### src/rtl/ieee488_sd_pkg.sv
// ============================================================================
// ieee488_sd_pkg : shared types/constants for the IEEE-488 SD arbiter slice
// Rev 1.0 - initial release
// ============================================================================
`default_nettype none

package ieee488_sd_pkg;

  localparam int LBA_W  = 32;
  localparam int BLK_W  = 6;
  localparam int TOUT_W = 24;

  typedef enum logic [2:0] {
    IDLE = 3'd0,
    REQ  = 3'd1,
    XFER = 3'd2,
    GAP  = 3'd3,
    TOUT = 3'd4
  } arb_state_t;

  typedef struct packed {
    logic       valid;
    logic [1:0] idx;
  } rr_pick_t;

  // First set bit of req[n-1:0] scanning upward from ptr, wrapping modulo n.
  function automatic rr_pick_t rr_pick(input logic [3:0] req, input logic [1:0] ptr,
                                       input int n);
    rr_pick_t r;
    int       j;
    r = '0;
    for (int k = 0; k < 4; k++) begin
      if (k < n) begin
        j = 32'(ptr) + k;
        if (j >= n) j = j - n;
        if (!r.valid && req[j[1:0]]) begin
          r.valid = 1'b1;
          r.idx   = j[1:0];
        end
      end
    end
    return r;
  endfunction

endpackage

`default_nettype wire

### src/rtl/ieee488_sd_arbiter_if.sv
// ============================================================================
// ieee488_sd_arbiter_if : drive-side and host-side SD bus of the arbiter
// Optional tout_err member under IEEE488_SD_ARB_TIMEOUT_EN. Rev 1.0
// ============================================================================
`default_nettype none

interface ieee488_sd_arbiter_if #(parameter int NDR = 2);

  logic [NDR-1:0][31:0] drv_lba;
  logic [NDR-1:0][5:0]  drv_blk_cnt;
  logic [NDR-1:0]       drv_rd;
  logic [NDR-1:0]       drv_wr;
  logic [NDR-1:0]       drv_ack;
  logic [NDR-1:0][7:0]  drv_buff_din;
  logic [31:0]          sd_lba;
  logic [5:0]           sd_blk_cnt;
  logic                 sd_rd;
  logic                 sd_wr;
  logic                 sd_ack;
  logic [7:0]           sd_buff_din;
  logic [1:0]           sd_dev;
  logic                 busy;
`ifdef IEEE488_SD_ARB_TIMEOUT_EN
  logic                 tout_err;
`endif

  // master: the arbiter itself; slave: drives + host around it
  modport master (
`ifdef IEEE488_SD_ARB_TIMEOUT_EN
    output tout_err,
`endif
    input  drv_lba, drv_blk_cnt, drv_rd, drv_wr, drv_buff_din, sd_ack,
    output drv_ack, sd_lba, sd_blk_cnt, sd_rd, sd_wr, sd_buff_din, sd_dev, busy
  );

  modport slave (
`ifdef IEEE488_SD_ARB_TIMEOUT_EN
    input  tout_err,
`endif
    output drv_lba, drv_blk_cnt, drv_rd, drv_wr, drv_buff_din, sd_ack,
    input  drv_ack, sd_lba, sd_blk_cnt, sd_rd, sd_wr, sd_buff_din, sd_dev, busy
  );

endinterface

`default_nettype wire

### src/rtl/ieee488_rr_pick.sv
// ============================================================================
// ieee488_rr_pick : combinational round-robin priority selector (up to 4 req)
// Rev 1.0 - initial release
// ============================================================================
`default_nettype none

module ieee488_rr_pick
  import ieee488_sd_pkg::*;
#(
  parameter int NDR = 2
) (
  input  logic [3:0] req_i,
  input  logic [1:0] ptr_i,
  output logic [1:0] idx_o,
  output logic       vld_o
);

  rr_pick_t pick_w;

  assign pick_w = rr_pick(req_i, ptr_i, NDR);
  assign idx_o  = pick_w.idx;
  assign vld_o  = pick_w.valid;

endmodule

`default_nettype wire

### src/rtl/ieee488_sd_arbiter.sv
// ============================================================================
// ieee488_sd_arbiter : round-robin share of one host SD port among NDR drives
// Optional watchdog/TOUT state under IEEE488_SD_ARB_TIMEOUT_EN. Rev 1.0
// ============================================================================
`default_nettype none

module ieee488_sd_arbiter
  import ieee488_sd_pkg::*;
#(
  parameter int NDR = 2
`ifdef IEEE488_SD_ARB_TIMEOUT_EN
  , parameter logic [TOUT_W-1:0] TOUT_LIMIT = '1
`endif
) (
  input  logic                   clk_sys,
  input  logic                   reset,
  ieee488_sd_arbiter_if.master   bus
);

  localparam int N = NDR - 1;

  arb_state_t       state_q;
  logic [1:0]       rr_q;
  logic [1:0]       grant_q;
  logic [LBA_W-1:0] lba_q;
  logic [BLK_W-1:0] cnt_q;
  logic             sd_rd_q;
  logic             sd_wr_q;

  logic [3:0]       req4_w;
  logic [1:0]       pick_idx_w;
  logic             pick_vld_w;
  logic             g_req_w;
  logic [7:0]       g_din_w;
  logic [LBA_W-1:0] p_lba_w;
  logic [BLK_W-1:0] p_cnt_w;
  logic             p_rd_w;
  logic             ack_phase_w;
  logic [1:0]       rr_next_w;
  logic             tout_w;

`ifdef IEEE488_SD_ARB_TIMEOUT_EN
  logic [TOUT_W-1:0] wd_q;
  logic              tout_err_q;
  assign tout_w       = (wd_q == TOUT_LIMIT);
  assign bus.tout_err = tout_err_q;
`else
  assign tout_w = 1'b0;
`endif

  always_comb begin
    req4_w  = '0;
    g_req_w = 1'b0;
    g_din_w = '0;
    p_lba_w = '0;
    p_cnt_w = '0;
    p_rd_w  = 1'b0;
    for (int i = 0; i <= N; i++) begin
      req4_w[i] = bus.drv_rd[i] | bus.drv_wr[i];
      if (grant_q == 2'(i)) begin
        g_req_w = bus.drv_rd[i] | bus.drv_wr[i];
        g_din_w = bus.drv_buff_din[i];
      end
      if (pick_idx_w == 2'(i)) begin
        p_lba_w = bus.drv_lba[i];
        p_cnt_w = bus.drv_blk_cnt[i];
        p_rd_w  = bus.drv_rd[i];
      end
    end
  end

  ieee488_rr_pick #(.NDR(NDR)) u_pick (
    .req_i (req4_w),
    .ptr_i (rr_q),
    .idx_o (pick_idx_w),
    .vld_o (pick_vld_w)
  );

  assign rr_next_w   = (grant_q == 2'(N)) ? 2'd0 : grant_q + 2'd1;
  // Ack passes through from the first sd_ack cycle in REQ so the drive sees it for the whole transfer.
  assign ack_phase_w = (state_q == REQ) || (state_q == XFER);

  always_comb begin
    bus.drv_ack = '0;
    for (int i = 0; i <= N; i++) begin
      bus.drv_ack[i] = ack_phase_w && bus.sd_ack && (grant_q == 2'(i));
    end
  end

  assign bus.sd_buff_din = g_din_w;
  assign bus.sd_lba      = lba_q;
  assign bus.sd_blk_cnt  = cnt_q;
  assign bus.sd_rd       = sd_rd_q;
  assign bus.sd_wr       = sd_wr_q;
  assign bus.sd_dev      = grant_q;
  assign bus.busy        = (state_q != IDLE);

  always_ff @(posedge clk_sys) begin
    if (reset) begin
      state_q <= IDLE;
      rr_q    <= '0;
      grant_q <= '0;
      lba_q   <= '0;
      cnt_q   <= '0;
      sd_rd_q <= 1'b0;
      sd_wr_q <= 1'b0;
`ifdef IEEE488_SD_ARB_TIMEOUT_EN
      wd_q       <= '0;
      tout_err_q <= 1'b0;
`endif
    end else begin
      case (state_q)
        IDLE: begin
          if (pick_vld_w) begin
            grant_q <= pick_idx_w;
            lba_q   <= p_lba_w;
            cnt_q   <= p_cnt_w;
            sd_rd_q <= p_rd_w;
            sd_wr_q <= ~p_rd_w;
            state_q <= REQ;
`ifdef IEEE488_SD_ARB_TIMEOUT_EN
            wd_q    <= '0;
`endif
          end
        end
        REQ, XFER: begin
          if (tout_w) begin
            sd_rd_q <= 1'b0;
            sd_wr_q <= 1'b0;
            rr_q    <= rr_next_w;
            state_q <= TOUT;
`ifdef IEEE488_SD_ARB_TIMEOUT_EN
            tout_err_q <= 1'b1;
`endif
          end else begin
`ifdef IEEE488_SD_ARB_TIMEOUT_EN
            wd_q <= wd_q + 1'b1;
`endif
            if (state_q == REQ) begin
              if (bus.sd_ack) begin
                sd_rd_q <= 1'b0;
                sd_wr_q <= 1'b0;
                state_q <= XFER;
              end else if (!g_req_w) begin
                sd_rd_q <= 1'b0;
                sd_wr_q <= 1'b0;
                state_q <= GAP;
              end
            end else if (!bus.sd_ack) begin
              rr_q    <= rr_next_w;
              state_q <= GAP;
            end
          end
        end
        TOUT:    state_q <= GAP;
        default: state_q <= IDLE;
      endcase
    end
  end

endmodule

`default_nettype wire
### src/flat_wrapper.sv
// flat-port wrapper written by rule: the top's interface ports become plain ports
module ieee488_sd_arbiter_flat import ieee488_sd_pkg::*;
#(
  parameter int NDR = 2

)
  (clk_sys, reset, bus_drv_lba, bus_drv_blk_cnt, bus_drv_rd, bus_drv_wr, bus_drv_buff_din, bus_sd_ack, bus_drv_ack, bus_sd_lba, bus_sd_blk_cnt, bus_sd_rd, bus_sd_wr, bus_sd_buff_din, bus_sd_dev, bus_busy);
  ieee488_sd_arbiter_if #(.NDR(NDR)) bus_i ();
  input  logic clk_sys;
  input  logic reset;
  input wire logic [$bits(bus_i.drv_lba)-1:0] bus_drv_lba;
  input wire logic [$bits(bus_i.drv_blk_cnt)-1:0] bus_drv_blk_cnt;
  input wire logic [$bits(bus_i.drv_rd)-1:0] bus_drv_rd;
  input wire logic [$bits(bus_i.drv_wr)-1:0] bus_drv_wr;
  input wire logic [$bits(bus_i.drv_buff_din)-1:0] bus_drv_buff_din;
  input wire logic [$bits(bus_i.sd_ack)-1:0] bus_sd_ack;
  output wire logic [$bits(bus_i.drv_ack)-1:0] bus_drv_ack;
  output wire logic [$bits(bus_i.sd_lba)-1:0] bus_sd_lba;
  output wire logic [$bits(bus_i.sd_blk_cnt)-1:0] bus_sd_blk_cnt;
  output wire logic [$bits(bus_i.sd_rd)-1:0] bus_sd_rd;
  output wire logic [$bits(bus_i.sd_wr)-1:0] bus_sd_wr;
  output wire logic [$bits(bus_i.sd_buff_din)-1:0] bus_sd_buff_din;
  output wire logic [$bits(bus_i.sd_dev)-1:0] bus_sd_dev;
  output wire logic [$bits(bus_i.busy)-1:0] bus_busy;
  assign bus_i.drv_lba = bus_drv_lba;
  assign bus_i.drv_blk_cnt = bus_drv_blk_cnt;
  assign bus_i.drv_rd = bus_drv_rd;
  assign bus_i.drv_wr = bus_drv_wr;
  assign bus_i.drv_buff_din = bus_drv_buff_din;
  assign bus_i.sd_ack = bus_sd_ack;
  assign bus_drv_ack = bus_i.drv_ack;
  assign bus_sd_lba = bus_i.sd_lba;
  assign bus_sd_blk_cnt = bus_i.sd_blk_cnt;
  assign bus_sd_rd = bus_i.sd_rd;
  assign bus_sd_wr = bus_i.sd_wr;
  assign bus_sd_buff_din = bus_i.sd_buff_din;
  assign bus_sd_dev = bus_i.sd_dev;
  assign bus_busy = bus_i.busy;
  ieee488_sd_arbiter #(.NDR(NDR)) u_core (.clk_sys(clk_sys), .reset(reset), .bus(bus_i));
endmodule
### config.mk
export PLATFORM = sky130hd
export DESIGN_NAME = ieee488_sd_arbiter_flat
export DESIGN_NICKNAME = d
export VERILOG_FILES = /design/src/rtl/ieee488_sd_pkg.sv /design/src/rtl/ieee488_sd_arbiter_if.sv /design/src/rtl/ieee488_rr_pick.sv /design/src/rtl/ieee488_sd_arbiter.sv /design/src/flat_wrapper.sv
export SDC_FILE = /design/constraint.sdc
export NUM_CORES = 1
export LEC_CHECK = 0
export BUFFER_PORTS_ARGS = -buffer_cell sky130_fd_sc_hd__buf_2
export CORE_UTILIZATION = 46
export DETAILED_ROUTE_END_ITERATION = 8
export PLACE_DENSITY = 0.88
export SYNTH_ARGS = -nofsm -noshare
export SYNTH_HDL_FRONTEND = slang
export SYNTH_HIERARCHICAL = 1
export SYNTH_SLANG_ARGS = --single-unit
export TNS_END_PERCENT = 10
### constraint.sdc
create_clock -name clk_sys -period 4 [get_ports clk_sys]
set_input_delay 0.4 -clock clk_sys [delete_from_list [all_inputs] [get_ports clk_sys]]
set_output_delay 0.4 -clock clk_sys [all_outputs]
set_load 0.03 [all_outputs]
# Word level (Yosys, flattened, before mapping)
# Index checks and enable logic that the tools add are counted.
classes:
  add_sub_neg: 4
  order_cmp: 4
  n_eq_ne: 10
  mux: 32
  bitwise_logic: 5
  n_reduce_logical: 16
op_table:
  columns: ["op", "count"]
  rows:
  - ["2-to-1 mux 32 bit", 2]
  - ["2-to-1 mux 3 bit", 7]
  - ["2-to-1 mux 8 bit", 2]
  - ["2-to-1 mux 6 bit", 2]
  - ["2-to-1 mux 1 bit", 11]
  - ["one-hot mux 3 bit (3 select lines)", 1]
  - ["< comparator 2 x 3 -> 1 bit, second input constant", 2]
  - ["2-to-1 mux 2 bit", 3]
  - ["AND reduction 3 bit", 2]
  - ["binary-select mux 1 bit (select 2 bit)", 2]
  - ["== test 2 x 1 -> 1 bit, second input constant", 2]
  - ["logical AND 1 bit", 4]
  - ["logical NOT 2 bit", 2]
  - ["!= test 4 bit, second input constant", 1]
  - ["one-hot mux 1 bit (2 select lines)", 2]
  - ["AND reduction 4 bit", 1]
  - ["subtractor 2 bit, second input constant", 2]
  - ["adder 2 x 1 -> 3 bit, second input constant", 1]
  - ["== test 3 x 1 -> 1 bit, second input constant", 1]
  - ["== test 3 x 2 -> 1 bit, second input constant", 1]
  - ["== test 3 bit, second input constant", 1]
  - ["greater-or-equal comparator 3 x 2 -> 1 bit, second input constant", 1]
  - ["logical NOT 3 bit", 1]
  - ["!= test 3 x 2 -> 1 bit, second input constant", 1]
  - ["13 further kinds", 16]
totals:
  register_bits: 47
  input_bits: 99
  out_inout_bits: 53

# Depth between registers and ports, before layout
logic_depth:
  word_depth: 14
  depth_mapped: 9
  depth_no_buf: 7

# Cells and area by module
# Netlist, hierarchy kept.
modules_own_cells:
  columns: ["module", "n_inst", "cells_per_inst", "area_each_um2", "seq_area_each_um2"]
  rows:
  - ["ieee488_sd_arbiter", 1, 251, 2316.0, 920.9]
  - ["ieee488_rr_pick", 1, 6, 37.5, 0.0]

# Worst setup path after synthesis
# OpenSTA, ideal clock, no wires.
synth_path:
  path_kind: "input-to-reg"
  start: "input port bus_drv_wr[0]"
  end: "register u_core.cnt_q[0] (netlist: u_core/bus.sd_blk_cnt[0])"
  arrival_time_ps: 1903
  t_required_ps: 3872
  setup_slack_ps: 1970
  path_stages: 6
  path_cell_list: "or2_2 > a21boi_0 > buf_1 > mux2_2 > a22oi_1 > nor2_1"
synth_via:
  elab_chain_cells: 10
synth_lines:
  columns: ["element", "line_no", "text"]
  rows:
  - ["from (decl)", "flat_wrapper.sv:14", "input wire logic [$bits(bus_i.drv_wr)-1:0] bus_drv_wr;"]
  - ["bitwise OR 1 bit (*)", "ieee488_sd_arbiter.sv:59", "req4_w[i] = bus.drv_rd[i] | bus.drv_wr[i];"]
  - ["binary-select mux 1 bit (select 2 bit)", "ieee488_sd_pkg.sv:36", "if (!r.valid && req[j[1:0]]) begin"]
  - ["2-to-1 mux 1 bit (implied by the code)", "ieee488_sd_pkg.sv:36", null]
  - ["2-to-1 mux 3 bit", "ieee488_sd_pkg.sv:36", null]
  - ["logical NOT 1 bit", "ieee488_sd_pkg.sv:36", null]
  - ["logical AND 1 bit", "ieee488_sd_pkg.sv:36", null]
  - ["2-to-1 mux 3 bit (*)", "ieee488_sd_pkg.sv:36", null]
  - ["net u_core.pick_idx_w[0]", "ieee488_sd_arbiter.sv:31", "logic [1:0] pick_idx_w;"]
  - ["logical NOT 2 bit", "ieee488_sd_arbiter.sv:64", "if (pick_idx_w == 2'(i)) begin"]
  - ["2-to-1 mux 6 bit", "ieee488_sd_arbiter.sv:64", null]
  - ["2-to-1 mux 6 bit (*)", "ieee488_sd_arbiter.sv:64", null]
  - ["to (signal assigned)", "ieee488_sd_arbiter.sv:117", "cnt_q <= p_cnt_w;"]
  - ["to (decl)", "ieee488_sd_arbiter.sv:26", "logic [BLK_W-1:0] cnt_q;"]
# The timed path passes the listed nets; every way through them passes the cells marked *. The select of a mux whose other input is x is not followed.
# A chain may end at the register's enable or synchronous reset.

# Worst setup path in the final report
layout_path:
  start: "input port bus_drv_wr[0]"
  end: "register u_core.cnt_q[3] (netlist: u_core/bus.sd_blk_cnt[3])"
layout_via:
  elab_chain_cells: 10
layout_lines:
  columns: ["element", "line_no", "text"]
  rows:
  - ["bitwise OR 1 bit (*)", "ieee488_sd_arbiter.sv:59", null]
  - ["net u_core.req4_w[0]", "ieee488_sd_arbiter.sv:30", "logic [3:0] req4_w;"]
  - ["binary-select mux 1 bit (select 2 bit)", "ieee488_sd_pkg.sv:36", null]
  - ["2-to-1 mux 1 bit (implied by the code)", "ieee488_sd_pkg.sv:36", null]
  - ["2-to-1 mux 3 bit", "ieee488_sd_pkg.sv:36", null]
  - ["logical NOT 1 bit", "ieee488_sd_pkg.sv:36", null]
  - ["logical AND 1 bit", "ieee488_sd_pkg.sv:36", null]
  - ["2-to-1 mux 3 bit (*)", "ieee488_sd_pkg.sv:36", null]
  - ["net u_core.pick_idx_w[0]", "ieee488_sd_arbiter.sv:31", null]
  - ["logical NOT 2 bit", "ieee488_sd_arbiter.sv:64", null]
  - ["2-to-1 mux 6 bit", "ieee488_sd_arbiter.sv:64", null]
  - ["2-to-1 mux 6 bit (*)", "ieee488_sd_arbiter.sv:64", null]
# Marks and branches as above.

==> results.md <==
- Status: complete, no violations
- Hold Path Class: primary input to register
- Layout cells sized above 1: 50.5%
- Synth Cell Area: 2350 um2
- Clock buffer depth: 2
- Clock Skews: 0.00926 ns
- Layout Nets: 504
- Main flop type after synthesis: dfxtp_1
- Vias: 2464
- PD cells: 653 nW/um2
- Num rows: 25
- Slew headroom: 44.0%
- R2R depth: 6
- Worst path cell trace: buf_2 -> or2_2 -> a21boi_4 -> buf_4 -> mux2_2 -> a22oi_1 -> nor2_1
- Fin. max-slew vios: 0
- RSZ-0062 raised after global routing: no
- Fin util: 67.2%
- Yosys reg bits: 46
- Fin crit period: 2.30 ns
- Hold Vio Cnt, Final: 0
- CP arrival: 2.45 ns
- Hold path startpoint: bus_drv_lba[17]
- Reg-to-reg endpoint: u_core/bus.sd_blk_cnt[3]$_SDFFE_PP0P_
- Filler Cells Inserted: 406
- # Post-CTS Setup Buffers: 0
- WL/cell: 13.4 um
- Footprint of the multi-input gates: 1340 um2
- Vias in the first global route: 2271
- Antenna Nets Post-Route: 0
- R2R Path Start: u_core/rr_q[0]$_SDFFE_PP0P_
- Part of the cycle the worst path needs: 57.6%
- Antenna violations before repair: 0
- Reg clk slew, reported paths: 0.08 ns
- Die Y: 73.5 um
- Final GP Congestion: 0.841
- Post-route setup TNS: 0 ns
- Register area: 921 um2
- Port bufs: 151
- Gate Count Post-Synth: 257
- TritonRoute pass-1 iters: 4
- Synth Warn #: 6
- CTS root buffer: clkbuf_8
- Startpoint types: primary input
- Hold depth: 4
- Slowest CP cell: a21boi_4
- Number of synthesized flops with an enable pin: 0
- Reg-to-reg slack, setup: 1.75 ns
- GRT Util Overall: 23.0%
- FMAX: 434 MHz
- Starting DRT DRC Count: 110
- Distinct cells, synth: 32
- Starting Density: 48.9%
- Worst-Margin Slew: 0.839 ns
- Post-synthesis sequential area ratio: 39.1%
- Leak: 0.00160 uW
- Largest net degree at the start of global routing: 49
- CP Data Required Time: 4.15 ns
- Final wirelength: 6.27 mm
- Synth async-reset ratio: 0%
- TritonCTS clock tree: yes
- Critical Path End Type: register
- DR vias/cell: 5.28
- Post-CTS Hold Buffers: 0
- Core box area: 4820 um2
- Post-CTS Resized: 0
- Mean Syn Cell Area: 9.16 um2
- Clk Latency, worst-skew pair: 0.29 ns
- DRC Markers: 0
- Hold EP: u_core/bus.sd_lba[17]$_SDFFE_PP0P_
- CTS H-tree depth: 2
- WS Path Type: primary input to register
- Peak supply drop: 0.000328 V
- Horiz. Die Dim: 73.5 um
- Critical Path Max Stage Delay: 0.61 ns
- Remaining Overflow, GRT: 0
- Max-Cap Viols: 0
- Clk sinks: 46
- Final Setup Violations: 0
- Hpwl dp: 4.70 mm
- Die ar.: 5410 um2
- Io pins: 152
- Syn-to-layout area delta: 37.5%
- TritonCTS Buffers: 5
- CP Max Fanout: 23
- Antenna diode count: 0
- First-pass GRT wire length: 9.63 mm
==> worst max-delay path by stage <==
stage	cells after the start	start	to	slack (ns)
after detailed placement	7	bus_drv_wr[0]	u_core/bus.sd_blk_cnt[3]$_SDFFE_PP0P_	1.37
after floorplan	6	bus_drv_wr[0]	u_core/bus.sd_blk_cnt[0]$_SDFFE_PP0P_	1.97
final	7	bus_drv_wr[0]	u_core/bus.sd_blk_cnt[3]$_SDFFE_PP0P_	1.70
after global routing	6	u_core/rr_q[0]$_SDFFE_PP0P_	u_core/bus.sd_lba[3]$_SDFFE_PP0P_	1.56
after global placement	7	bus_drv_wr[0]	u_core/bus.sd_lba[1]$_SDFFE_PP0P_	1.47
after CTS	7	bus_drv_wr[0]	u_core/bus.sd_blk_cnt[3]$_SDFFE_PP0P_	1.69
==> through the flow <==
stage / hold slack [ns] / worst slack [ns] / std cells / power, uW / area [um2]
detailed placement: 0.468 / 1.37 / 460 / 1850 / 3160
CTS: 0.467 / 1.69 / 467 / 2120 / 3240
global placement: 0.473 / 1.47 / 460 / 1830 / 3160
global route: 0.472 / 1.56 / 467 / 2260 / 3240
finish: 0.465 / 1.70 / 467 / 2110 / 3240
floorplan: 0.458 / 1.97 / 258 / 1540 / 2360
==> synth_stat cells (2+ instances only) <==
master	count	area, um2
a211o_1	3	26.3
clkbuf_1	11	41.3
dfxtp_1	46	921
and3_1	3	18.8
ha_1	5	62.6
mux2i_1	10	100
nand3_1	4	20.0
a22oi_1	38	285
a21oi_1	4	20.0
nand2b_1	3	18.8
buf_1	3	11.3
mux2_2	38	428
o21ai_0	3	15.0
or3_1	2	12.5
nand2_1	5	18.8
inv_1	8	30.0
nor2_1	52	195
buf_2	5	25.0
==> state kept, by name (all words and copies together) (netlist names) <==
name                   flops
u_core/bus.sd_blk_cnt      6
u_core/bus.sd_wr           1
u_core/bus.sd_lba         32
u_core/bus.sd_dev          2
u_core/rr_q                2
u_core/bus.sd_rd           1
u_core/state_q             2
==> routing by layer <==
layer | vias to the layer above | part of all wire (%) | track usage, %
met1 | 1132 | 41 | 25.3
met3 | 7 | 8.6 | 6.04
li1 | 1205 | - | -
met4 | 0 | 1.1 | 7.91
met2 | 120 | 50 | 42.4
met5 | - | 0 | 0
==> critical path: cells and delay by family <==
family | cells | cell delay (ns)
AO/OA/AOI/OAI | 2 | 0.79
buffers and inverters | 2 | 0.49
multiplexers | 1 | 0.37
AND/OR/NAND/NOR | 2 | 0.39
==> cell usage in the layout, fill, tap and decap left out, drive strengths merged, types with 2 or more instances in the layout <==
master and count:
nand2b 3, nor2 52, clkbuf 6, nand2 5, mux2 38, a22oi 38, nand3 4, buf 154
dfxtp 46, inv 8, a21oi 4, conb 2, ha 5, and3 3, mux2i 10, o21ai 4
a211o 3, or3 2
==> cell families (layout without fill, tap and decap cells) <==
family / count (synthesis) / in the layout / synth area share (%)
AO/OA/AOI/OAI: 56 / 56 / 17.5
adder cells (fa/ha/maj): 5 / 5 / 2.66
buffers and inverters: 27 / 169 / 4.57
flip-flops: 46 / 46 / 39.1
multiplexers: 48 / 48 / 22.4
other: 1 / 2 / 0.159
AND/OR/NAND/NOR: 74 / 74 / 13.6
==> report_power, final <==
| group | leakage [uW] | total (uW) | internal (uW) | switching, uW |
|---|---|---|---|---|
| logic | 0.00119 | 1170 | 421 | 752 |
| clock network | 0.0000373 | 264 | 120 | 144 |
| registers | 0.000379 | 675 | 591 | 84.1 |
==> cell type report <==
cell class              instances  area share (%)
repair buffers                154            24.1
multi-input cells             185            41.5
well taps                      67            2.59
clock buffers                   6            2.24
flip-flops and latches         46            28.5
inverters                       8           0.928
clock inverters                 1           0.232
Power figures use the tool's default switching activity.
